==> src/rtl/postage_deadlock_report_ctrl_if.sv <==
// Report stream between the deadlock supervisor and the debug/status sink.
// One beat per blocked channel; rpt_last marks the final beat of a report.
interface postage_deadlock_report_ctrl_if #(
  parameter int CH_W = 4
);
  logic            rpt_valid;
  logic            rpt_ready;
  logic [CH_W-1:0] rpt_chan;
  logic            rpt_last;

  modport master (
    output rpt_valid,
    output rpt_chan,
    output rpt_last,
    input  rpt_ready
  );

  modport slave (
    input  rpt_valid,
    input  rpt_chan,
    input  rpt_last,
    output rpt_ready
  );
endinterface

==> src/rtl/postage_deadlock_report_ctrl.sv <==
// Deadlock supervisor: qualifies the monitor block flag by persistence, snapshots
// blocked channels, streams one report beat per channel, then holds until cleared.
module postage_deadlock_report_ctrl #(
  parameter int NUM_CH = 10,
  parameter int CH_W   = 4,
  parameter int THRESH = 1024,
  parameter int CNT_W  = 16
) (
  input  logic                       clock,
  input  logic                       reset,
  input  logic                       enable,
  input  logic                       block_in,
  input  logic [NUM_CH*NUM_CH-1:0]   block_info_in,
  input  logic                       clear,
  output logic                       deadlock,
  output logic [NUM_CH-1:0]          blocked_mask,
  output logic [7:0]                 event_count,
  postage_deadlock_report_ctrl_if.master rpt
);

  typedef enum logic [1:0] {
    ST_IDLE,
    ST_ARMED,
    ST_REPORT,
    ST_HOLD
  } state_e;

  localparam logic [CNT_W-1:0]  CNT_LAST = CNT_W'(THRESH - 1);
  localparam logic [CNT_W-1:0]  CNT_ONE  = CNT_W'(1);
  localparam logic [NUM_CH-1:0] MASK_ONE = NUM_CH'(1);

  state_e             state_q;
  logic [CNT_W-1:0]   cnt_q;
  logic [NUM_CH-1:0]  work_mask_q;
  logic [NUM_CH-1:0]  blocked_mask_q;
  logic               deadlock_q;
  logic               rpt_valid_q;
  logic [7:0]         event_count_q;

  logic [NUM_CH-1:0]  snap_d;
  logic [NUM_CH-1:0]  work_mask_d;
  logic [CH_W-1:0]    lowest_chan;

  // NOTE: every always_comb output gets a default before any conditional write, so no latch is inferred.
  always_comb begin
    snap_d = '0;
    for (int i = 0; i < NUM_CH; i++) begin
      snap_d[i] = |block_info_in[i*NUM_CH +: NUM_CH];
    end
  end

  // Clearing the lowest set bit retires the beat currently being presented.
  assign work_mask_d = work_mask_q & (work_mask_q - MASK_ONE);

  // An empty working mask encodes to the "no channel identified" sentinel.
  always_comb begin
    lowest_chan = CH_W'(NUM_CH);
    for (int i = NUM_CH - 1; i >= 0; i--) begin
      if (work_mask_q[i]) lowest_chan = CH_W'(i);
    end
  end

  // NOTE: reset is synchronous and active-low; state uses non-blocking assignments only.
  always_ff @(posedge clock) begin
    if (!reset) begin
      state_q        <= ST_IDLE;
      cnt_q          <= '0;
      work_mask_q    <= '0;
      blocked_mask_q <= '0;
      deadlock_q     <= 1'b0;
      rpt_valid_q    <= 1'b0;
      event_count_q  <= '0;
    end else begin
      case (state_q)
        ST_IDLE: begin
          if (enable && block_in && !clear) begin
            state_q <= ST_ARMED;
            cnt_q   <= CNT_ONE;
          end
        end

        ST_ARMED: begin
          if (clear || !enable || !block_in) begin
            state_q <= ST_IDLE;
            cnt_q   <= '0;
          end else if (cnt_q == CNT_LAST) begin
            state_q        <= ST_REPORT;
            cnt_q          <= '0;
            deadlock_q     <= 1'b1;
            blocked_mask_q <= snap_d;
            work_mask_q    <= snap_d;
            rpt_valid_q    <= 1'b1;
            if (event_count_q != 8'hFF) event_count_q <= event_count_q + 8'd1;
          end else begin
            cnt_q <= cnt_q + CNT_ONE;
          end
        end

        ST_REPORT: begin
          if (clear) begin
            state_q        <= ST_IDLE;
            rpt_valid_q    <= 1'b0;
            deadlock_q     <= 1'b0;
            blocked_mask_q <= '0;
            work_mask_q    <= '0;
          end else if (rpt.rpt_ready) begin
            work_mask_q <= work_mask_d;
            if (work_mask_d == '0) begin
              state_q     <= ST_HOLD;
              rpt_valid_q <= 1'b0;
            end
          end
        end

        ST_HOLD: begin
          if (clear) begin
            state_q        <= ST_IDLE;
            deadlock_q     <= 1'b0;
            blocked_mask_q <= '0;
            work_mask_q    <= '0;
          end
        end

        default: state_q <= ST_IDLE;
      endcase
    end
  end

  assign deadlock      = deadlock_q;
  assign blocked_mask  = blocked_mask_q;
  assign event_count   = event_count_q;
  assign rpt.rpt_valid = rpt_valid_q;
  assign rpt.rpt_chan  = rpt_valid_q ? lowest_chan : '0;
  assign rpt.rpt_last  = rpt_valid_q && (work_mask_d == '0);

endmodule

==> src/flat_wrapper.sv <==
// flat-port wrapper written by rule: the top's interface ports become plain ports
module postage_deadlock_report_ctrl_flat 
#(
  parameter int NUM_CH = 10,
  parameter int CH_W   = 4,
  parameter int THRESH = 1024,
  parameter int CNT_W  = 16
)
  (clock, reset, enable, block_in, block_info_in, clear, deadlock, blocked_mask, event_count, rpt_rpt_valid, rpt_rpt_chan, rpt_rpt_last, rpt_rpt_ready);
  postage_deadlock_report_ctrl_if #(.CH_W(CH_W)) rpt_i ();
  input  logic clock;
  input  logic reset;
  input  logic enable;
  input  logic block_in;
  input  logic [NUM_CH*NUM_CH-1:0] block_info_in;
  input  logic clear;
  output logic deadlock;
  output logic [NUM_CH-1:0] blocked_mask;
  output logic [7:0] event_count;
  output wire logic [$bits(rpt_i.rpt_valid)-1:0] rpt_rpt_valid;
  output wire logic [$bits(rpt_i.rpt_chan)-1:0] rpt_rpt_chan;
  output wire logic [$bits(rpt_i.rpt_last)-1:0] rpt_rpt_last;
  input wire logic [$bits(rpt_i.rpt_ready)-1:0] rpt_rpt_ready;
  assign rpt_rpt_valid = rpt_i.rpt_valid;
  assign rpt_rpt_chan = rpt_i.rpt_chan;
  assign rpt_rpt_last = rpt_i.rpt_last;
  assign rpt_i.rpt_ready = rpt_rpt_ready;
  postage_deadlock_report_ctrl #(.NUM_CH(NUM_CH), .CH_W(CH_W), .THRESH(THRESH), .CNT_W(CNT_W)) u_core (.clock(clock), .reset(reset), .enable(enable), .block_in(block_in), .block_info_in(block_info_in), .clear(clear), .deadlock(deadlock), .blocked_mask(blocked_mask), .event_count(event_count), .rpt(rpt_i));
endmodule
==> config.mk <==
export PLATFORM = sky130hd
export DESIGN_NAME = postage_deadlock_report_ctrl_flat
export DESIGN_NICKNAME = d
export VERILOG_FILES = /design/src/rtl/postage_deadlock_report_ctrl_if.sv /design/src/rtl/postage_deadlock_report_ctrl.sv /design/src/flat_wrapper.sv
export SDC_FILE = /design/constraint.sdc
export NUM_CORES = 1
export LEC_CHECK = 0
export BUFFER_PORTS_ARGS = -buffer_cell sky130_fd_sc_hd__buf_2
export CORE_ASPECT_RATIO = 0.7
export CORE_MARGIN = 10
export CORE_UTILIZATION = 50
export DETAILED_ROUTE_END_ITERATION = 12
export PLACE_DENSITY_LB_ADDON = 0.08
export SYNTH_ARGS = -nofsm -noshare
export SYNTH_HDL_FRONTEND = slang
export SYNTH_SLANG_ARGS = --single-unit
export TNS_END_PERCENT = 10
==> constraint.sdc <==
create_clock -name clock -period 4.1 [get_ports clock]
set_input_delay 0.205 -clock clock [delete_from_list [all_inputs] [get_ports clock]]
set_output_delay 0.205 -clock clock [all_outputs]
set_load 0.02 [all_outputs]
# Yosys cells after proc, flatten, opt, wreduce, memory -nomap -nowiden
# Index checks and enable logic that the tools add are counted.
# W data, S select, Z words.
dict set report word_totals {
  register_bits 48
  inputBits 106
  out_inout_bits 25
  word_cells 94
}
dict set report op_classes {
  addsub 3
  n_eq_ne 13
  mux 38
  n_bitwise 2
  reduce_logical 31
}
# op n
set ops {}
lappend ops {{$reduce_or A10 Y1} 10}
lappend ops {{$mux W10} 5}
lappend ops {{$mux W16} 3}
lappend ops {{$mux W4} 9}
lappend ops {{$pmux W16 S2} 1}
lappend ops {{$pmux W10 S3} 1}
lappend ops {{$pmux W10 S2} 1}
lappend ops {{$mux W2} 9}
lappend ops {{$add A16 B1 Y16 const B} 1}
lappend ops {{$eq A16 B10 Y1 const B} 1}
lappend ops {{$reduce_and A5 Y1} 3}
lappend ops {{$and A10 B10 Y10} 1}
lappend ops {{$logic_not A10 Y1} 1}
lappend ops {{$sub A10 B1 Y10 const B} 1}
lappend ops {{$add A8 B1 Y8 const B} 1}
lappend ops {{$ne A8 B8 Y1 const B} 1}
lappend ops {{$pmux W2 S4} 1}
lappend ops {{$reduce_and A4 Y1} 2}
lappend ops {{$mux W1} 6}
lappend ops {{$ne A2 B1 Y1 const B} 3}
lappend ops {{$reduce_bool A2 Y1} 3}
lappend ops {{$eq A2 B2 Y1 const B} 2}
lappend ops {{$ne A2 B2 Y1 const B} 2}
lappend ops {{$pmux W1 S2} 2}
lappend ops {{other kinds (12)} 17}

# Longest topological paths before layout
dict set report logic_depth {
  depth_word 11
  mapped_depth 10
}

# Least setup slack after synthesis
# OpenSTA, ideal clock, no wires.
dict set report synth_path {
  path_kind {register to register}
  from {register u_core.cnt_q[0]}
  to {register u_core.event_count_q[5], in the netlist u_core.event_count[5]}
  setup_time_ns 0.115
  t_arrival_ns 2.286
  slack_ns 1.699
  stages_incl_launch_ff 8
  n_path_buf 0
  period_less_slack_ns 2.401
  path_cell_list {dfxtp_1 ha_1 or4bb_1 or4_4 a311oi_4 nand4_1 xnor2_1 and2_1}
}
dict set report synth_between {
  elab_chain_len 2
}
# element line
set synth_lines {}
lappend synth_lines {{from (decl)} postage_deadlock_report_ctrl.sv:33} ;# logic [CNT_W-1:0] cnt_q;
lappend synth_lines {{from (signal assigned)} postage_deadlock_report_ctrl.sv:95} ;# cnt_q <= cnt_q + CNT_ONE;
lappend synth_lines {{$eq A16 B10 Y1} postage_deadlock_report_ctrl.sv:86} ;# end else if (cnt_q == CNT_LAST) begin
lappend synth_lines {{$reduce_and A4 Y1 (no line)} n/a}
lappend synth_lines {{to (signal assigned)} postage_deadlock_report_ctrl.sv:93} ;# if (event_count_q != 8'hFF) event_count_q <= event_count_q + 8'd1;
lappend synth_lines {{to (decl)} postage_deadlock_report_ctrl.sv:38} ;# logic [7:0] event_count_q;
# No other way between the ends.
# A chain may end at the register's enable or synchronous reset.

# Worst setup path in the final report
dict set report layout_path {
  from {register u_core.cnt_q[0]}
  to {register u_core.cnt_q[9]}
}
dict set report layout_between {
  elab_chain_len 4
}
# element line
set layout_lines {}
lappend layout_lines {{$add A16 B1 Y16 or $eq A16 B10 Y1 (tied branches)} {postage_deadlock_report_ctrl.sv:95, postage_deadlock_report_ctrl.sv:86}}
lappend layout_lines {{$mux W16 (*)} postage_deadlock_report_ctrl.sv:86}
lappend layout_lines {{$mux W16 (*)} postage_deadlock_report_ctrl.sv:83} ;# if (clear || !enable || !block_in) begin
lappend layout_lines {{$pmux W16 S2 (*)} postage_deadlock_report_ctrl.sv:74} ;# case (state_q)
# Mark *: on every way between the ends. The rest lies on a longest branch, timed or not.

==> results.json <==
{
  "final_util_pct": 66.4,
  "yosysSeqAreaShare_pct": 35.1,
  "grt_pass1_vias": 2627,
  "synth-main-ff-cell": "dfxtp_1",
  "synth_mux_area_share_pct": 5.49,
  "worstPathRequired_ps": 4270,
  "reg2reg_slack_ps": 1320,
  "fmax_ghz": 0.360,
  "syn_avg_cell_area_um2": 8.39,
  "hold_class": "in2reg",
  "numCtsBuffers": 5,
  "yosysTopAreaCellShare_pct": 35.1,
  "gp_congestion": 0.893,
  "leakagePower_nw": 1.64,
  "grt_overflow": 0,
  "ys_async_sr_fraction_pct": 0,
  "grt_pass1_wl_um": 12500,
  "setup-tns-final_ps": 0,
  "grt_max_degree": 48,
  "synth_top_area_cell": "dfxtp_1",
  "via_count": 2774,
  "synth_warnings": 0,
  "finalHoldViolations": 0,
  "final_area_um2": 3490,
  "clockBufferDepth": 2,
  "worstHoldPathCells": 3,
  "io_pins": 131,
  "fin_skew_ps": 12.9,
  "synth_most_common_cell": "dfxtp_1",
  "synth_compound_area_share_pct": 14.4,
  "place_area_um2": 3400,
  "status": "completed",
  "coreArea_um2": 5260,
  "portBuffers": 130,
  "slew_headroom_pct": 34.6,
  "synth_cells": 326,
  "wl_per_cell_um": 15.6,
  "initial_core_util_pct": 52.0,
  "drive_gt1_share_pct": 32.5,
  "crit_type": "reg2reg",
  "synth_commonest_cells": "dfxtp_1 (48), nor2_1 (32), nor4_1 (22), nor2b_1 (19), nand2_1 (18)",
  "die_h_um": 81.9,
  "cts_root_buf": "clkbuf_8",
  "fin_crit_sh_pct": 67.8,
  "setup_violations": 0,
  "max-vdd-ir-drop_v": 0.000176,
  "reg2reg_depth": 7,
  "synth_area_um2": 2740,
  "cap_viol_max_count": 0,
  "dr.pass1.iters": 5,
  "htreeDepth": 2,
  "powerDensity_nw_per_um2": 333,
  "ys_ff_latch": 48,
  "fin_nets": 560,
  "cts_resized": 0,
  "cp-end-kind": "flop",
  "cts.clk_slew.worst_paths_ps": 100,
  "antenna_found_initial": 0,
  "synth_edf_count": 0,
  "routed_wl_um": 8130,
  "reg2reg_to": "u_core.cnt_q[9]",
  "rsz0062_at_grt": "no",
  "hold_buffers": 0,
  "worstMarginPinSlew_ps": 975,
  "area_delta_synth_final_pct": 27.6,
  "critPathMaxFanout": 14,
  "synth-xor-area-share_pct": 6.40,
  "hpwl_um": 6650,
  "diodes": 0,
  "yosys.area_share.simple_pct": 31.6,
  "viasPerCell": 5.32,
  "holdPathEnd": "u_core.rpt.rpt_valid",
  "synthTopCellsByArea": "dfxtp_1 (35%), mux2i_1 (5.5%), nor4_1 (5.0%), nor2_1 (4.4%), nor2b_1 (4.3%)",
  "fp.dieW_um": 108,
  "synth_top_family_by_area": "simple AND/OR/NAND/NOR gates",
  "hold_start": "clear",
  "synthAdderAreaFrac_pct": 3.11,
  "drt_iter0_drc": 131,
  "fillers": 483,
  "clock_sinks": 48,
  "final.min_clock_period_ps": 2780,
  "cts_tree": "done",
  "rows": 22,
  "drc": 0,
  "drv_slew": 0,
  "r2r-start": "u_core.cnt_q[0]",
  "ys_types": 46,
  "setup.worst_path.start_class": "flop",
  "cp.arrival_ps": 2950,
  "synth.net_count": 438,
  "grt_use_total_pct": 17.2,
  "detail-route-antenna-nets": 0,
  "die-area_um2": 8880,
  "post_cts_buffers": 0,
  "clock_latency_ps": 310,
  "power_w": 0.00116
}
[through the flow]
step	setup WS, ps	hold slack, ps	instances
6_report	1320	331	521
5_1_grt	1010	364	521
4_1_cts	1290	324	521
3_5_place_dp	1280	470	513
3_3_place_gp	1420	452	513
2_1_floorplan	1700	448	326
[flip-flops by register name (all words and copies together), names as in the netlist]
name	cells
u_core.work_mask_q	10
u_core.blocked_mask	10
u_core.cnt_q	16
u_core.rpt.rpt_valid	1
u_core.event_count	8
u_core.state_q	2
u_core.deadlock	1
[worst max-delay path: stages, from the launching register on]
cell and delay (ps):
dfxtp_1 380, ha_1 190, or4bb_1 470, or4_4 480, nand3_1 190, inv_1 60, o21ai_1 750, nor2_1 130
[layout make-up]
cell class | instances | area, um^2 | area share, %
repair buffers | 130 | 651 | 18.6
well taps | 72 | 90.1 | 2.58
inverters | 7 | 26.3 | 0.752
clock inverters | 3 | 23.8 | 0.681
clock buffers | 5 | 68.8 | 1.97
flip-flops and latches | 48 | 961 | 27.5
multi-input cells | 256 | 1670 | 47.9
[routing by layer]
layer  GRT usage, %  wire length, um  up-vias
met4           4.86               79        0
li1               -                -     1417
met5              0                0        -
met3           7.11              668        6
met1           22.0             3660     1258
met2           26.3             3720       93
[cells by family (layout without fill, tap and decap cells)]
group,after synthesis,in the layout
buffers and inverters,22,145
xor gates and xnor gates,20,20
muxes,15,15
adders and majority gates,7,7
DFF,48,48
AOI/OAI and AO/OA,57,57
and+or+nand+nor,157,157
[power breakdown]
part / internal (W) / switching [W]
Clock: 0.000121 / 0.000171
Sequential: 0.000502 / 0.0000404
Combinational: 0.000154 / 0.000176
Total: 0.000776 / 0.000387
[cell usage in the layout, fill, tap and decap left out, drive strengths merged, types with 2 or more instances in the layout]
| master | count |
|---|---|
| buf | 130 |
| nor2 | 32 |
| or2 | 5 |
| nand3b | 4 |
| clkinvlp | 2 |
| nand3 | 12 |
| xnor2 | 11 |
| nor2b | 19 |
| ha | 6 |
| or3 | 2 |
| nand2b | 3 |
| nor3 | 3 |
| dfxtp | 48 |
| mux2i | 15 |
| and3 | 14 |
| a21boi | 2 |
| xor2 | 9 |
| clkbuf | 5 |
| a31o | 9 |
| o311a | 2 |
| nand2 | 19 |
| nand4 | 2 |
| a31oi | 11 |
| a21oi | 11 |
| or4 | 5 |
| and3b | 2 |
| nor4 | 22 |
| o21ai | 13 |
| o21bai | 3 |
| inv | 7 |
| and2 | 11 |
[worst max path at each step]
stage | slack (ps) | startpoint | end | cells past startpoint
finish | 1320 | u_core.cnt_q[0] | u_core.cnt_q[9] | 7
global route | 1010 | u_core.cnt_q[0] | u_core.cnt_q[9] | 7
global placement | 1420 | u_core.cnt_q[0] | u_core.cnt_q[14] | 7
CTS | 1290 | u_core.cnt_q[0] | u_core.cnt_q[9] | 7
detailed placement | 1280 | u_core.cnt_q[0] | u_core.cnt_q[9] | 7
floorplan | 1700 | u_core.cnt_q[0] | u_core.event_count[5] | 7
Note: power is estimated with default switching activity, not from simulation.
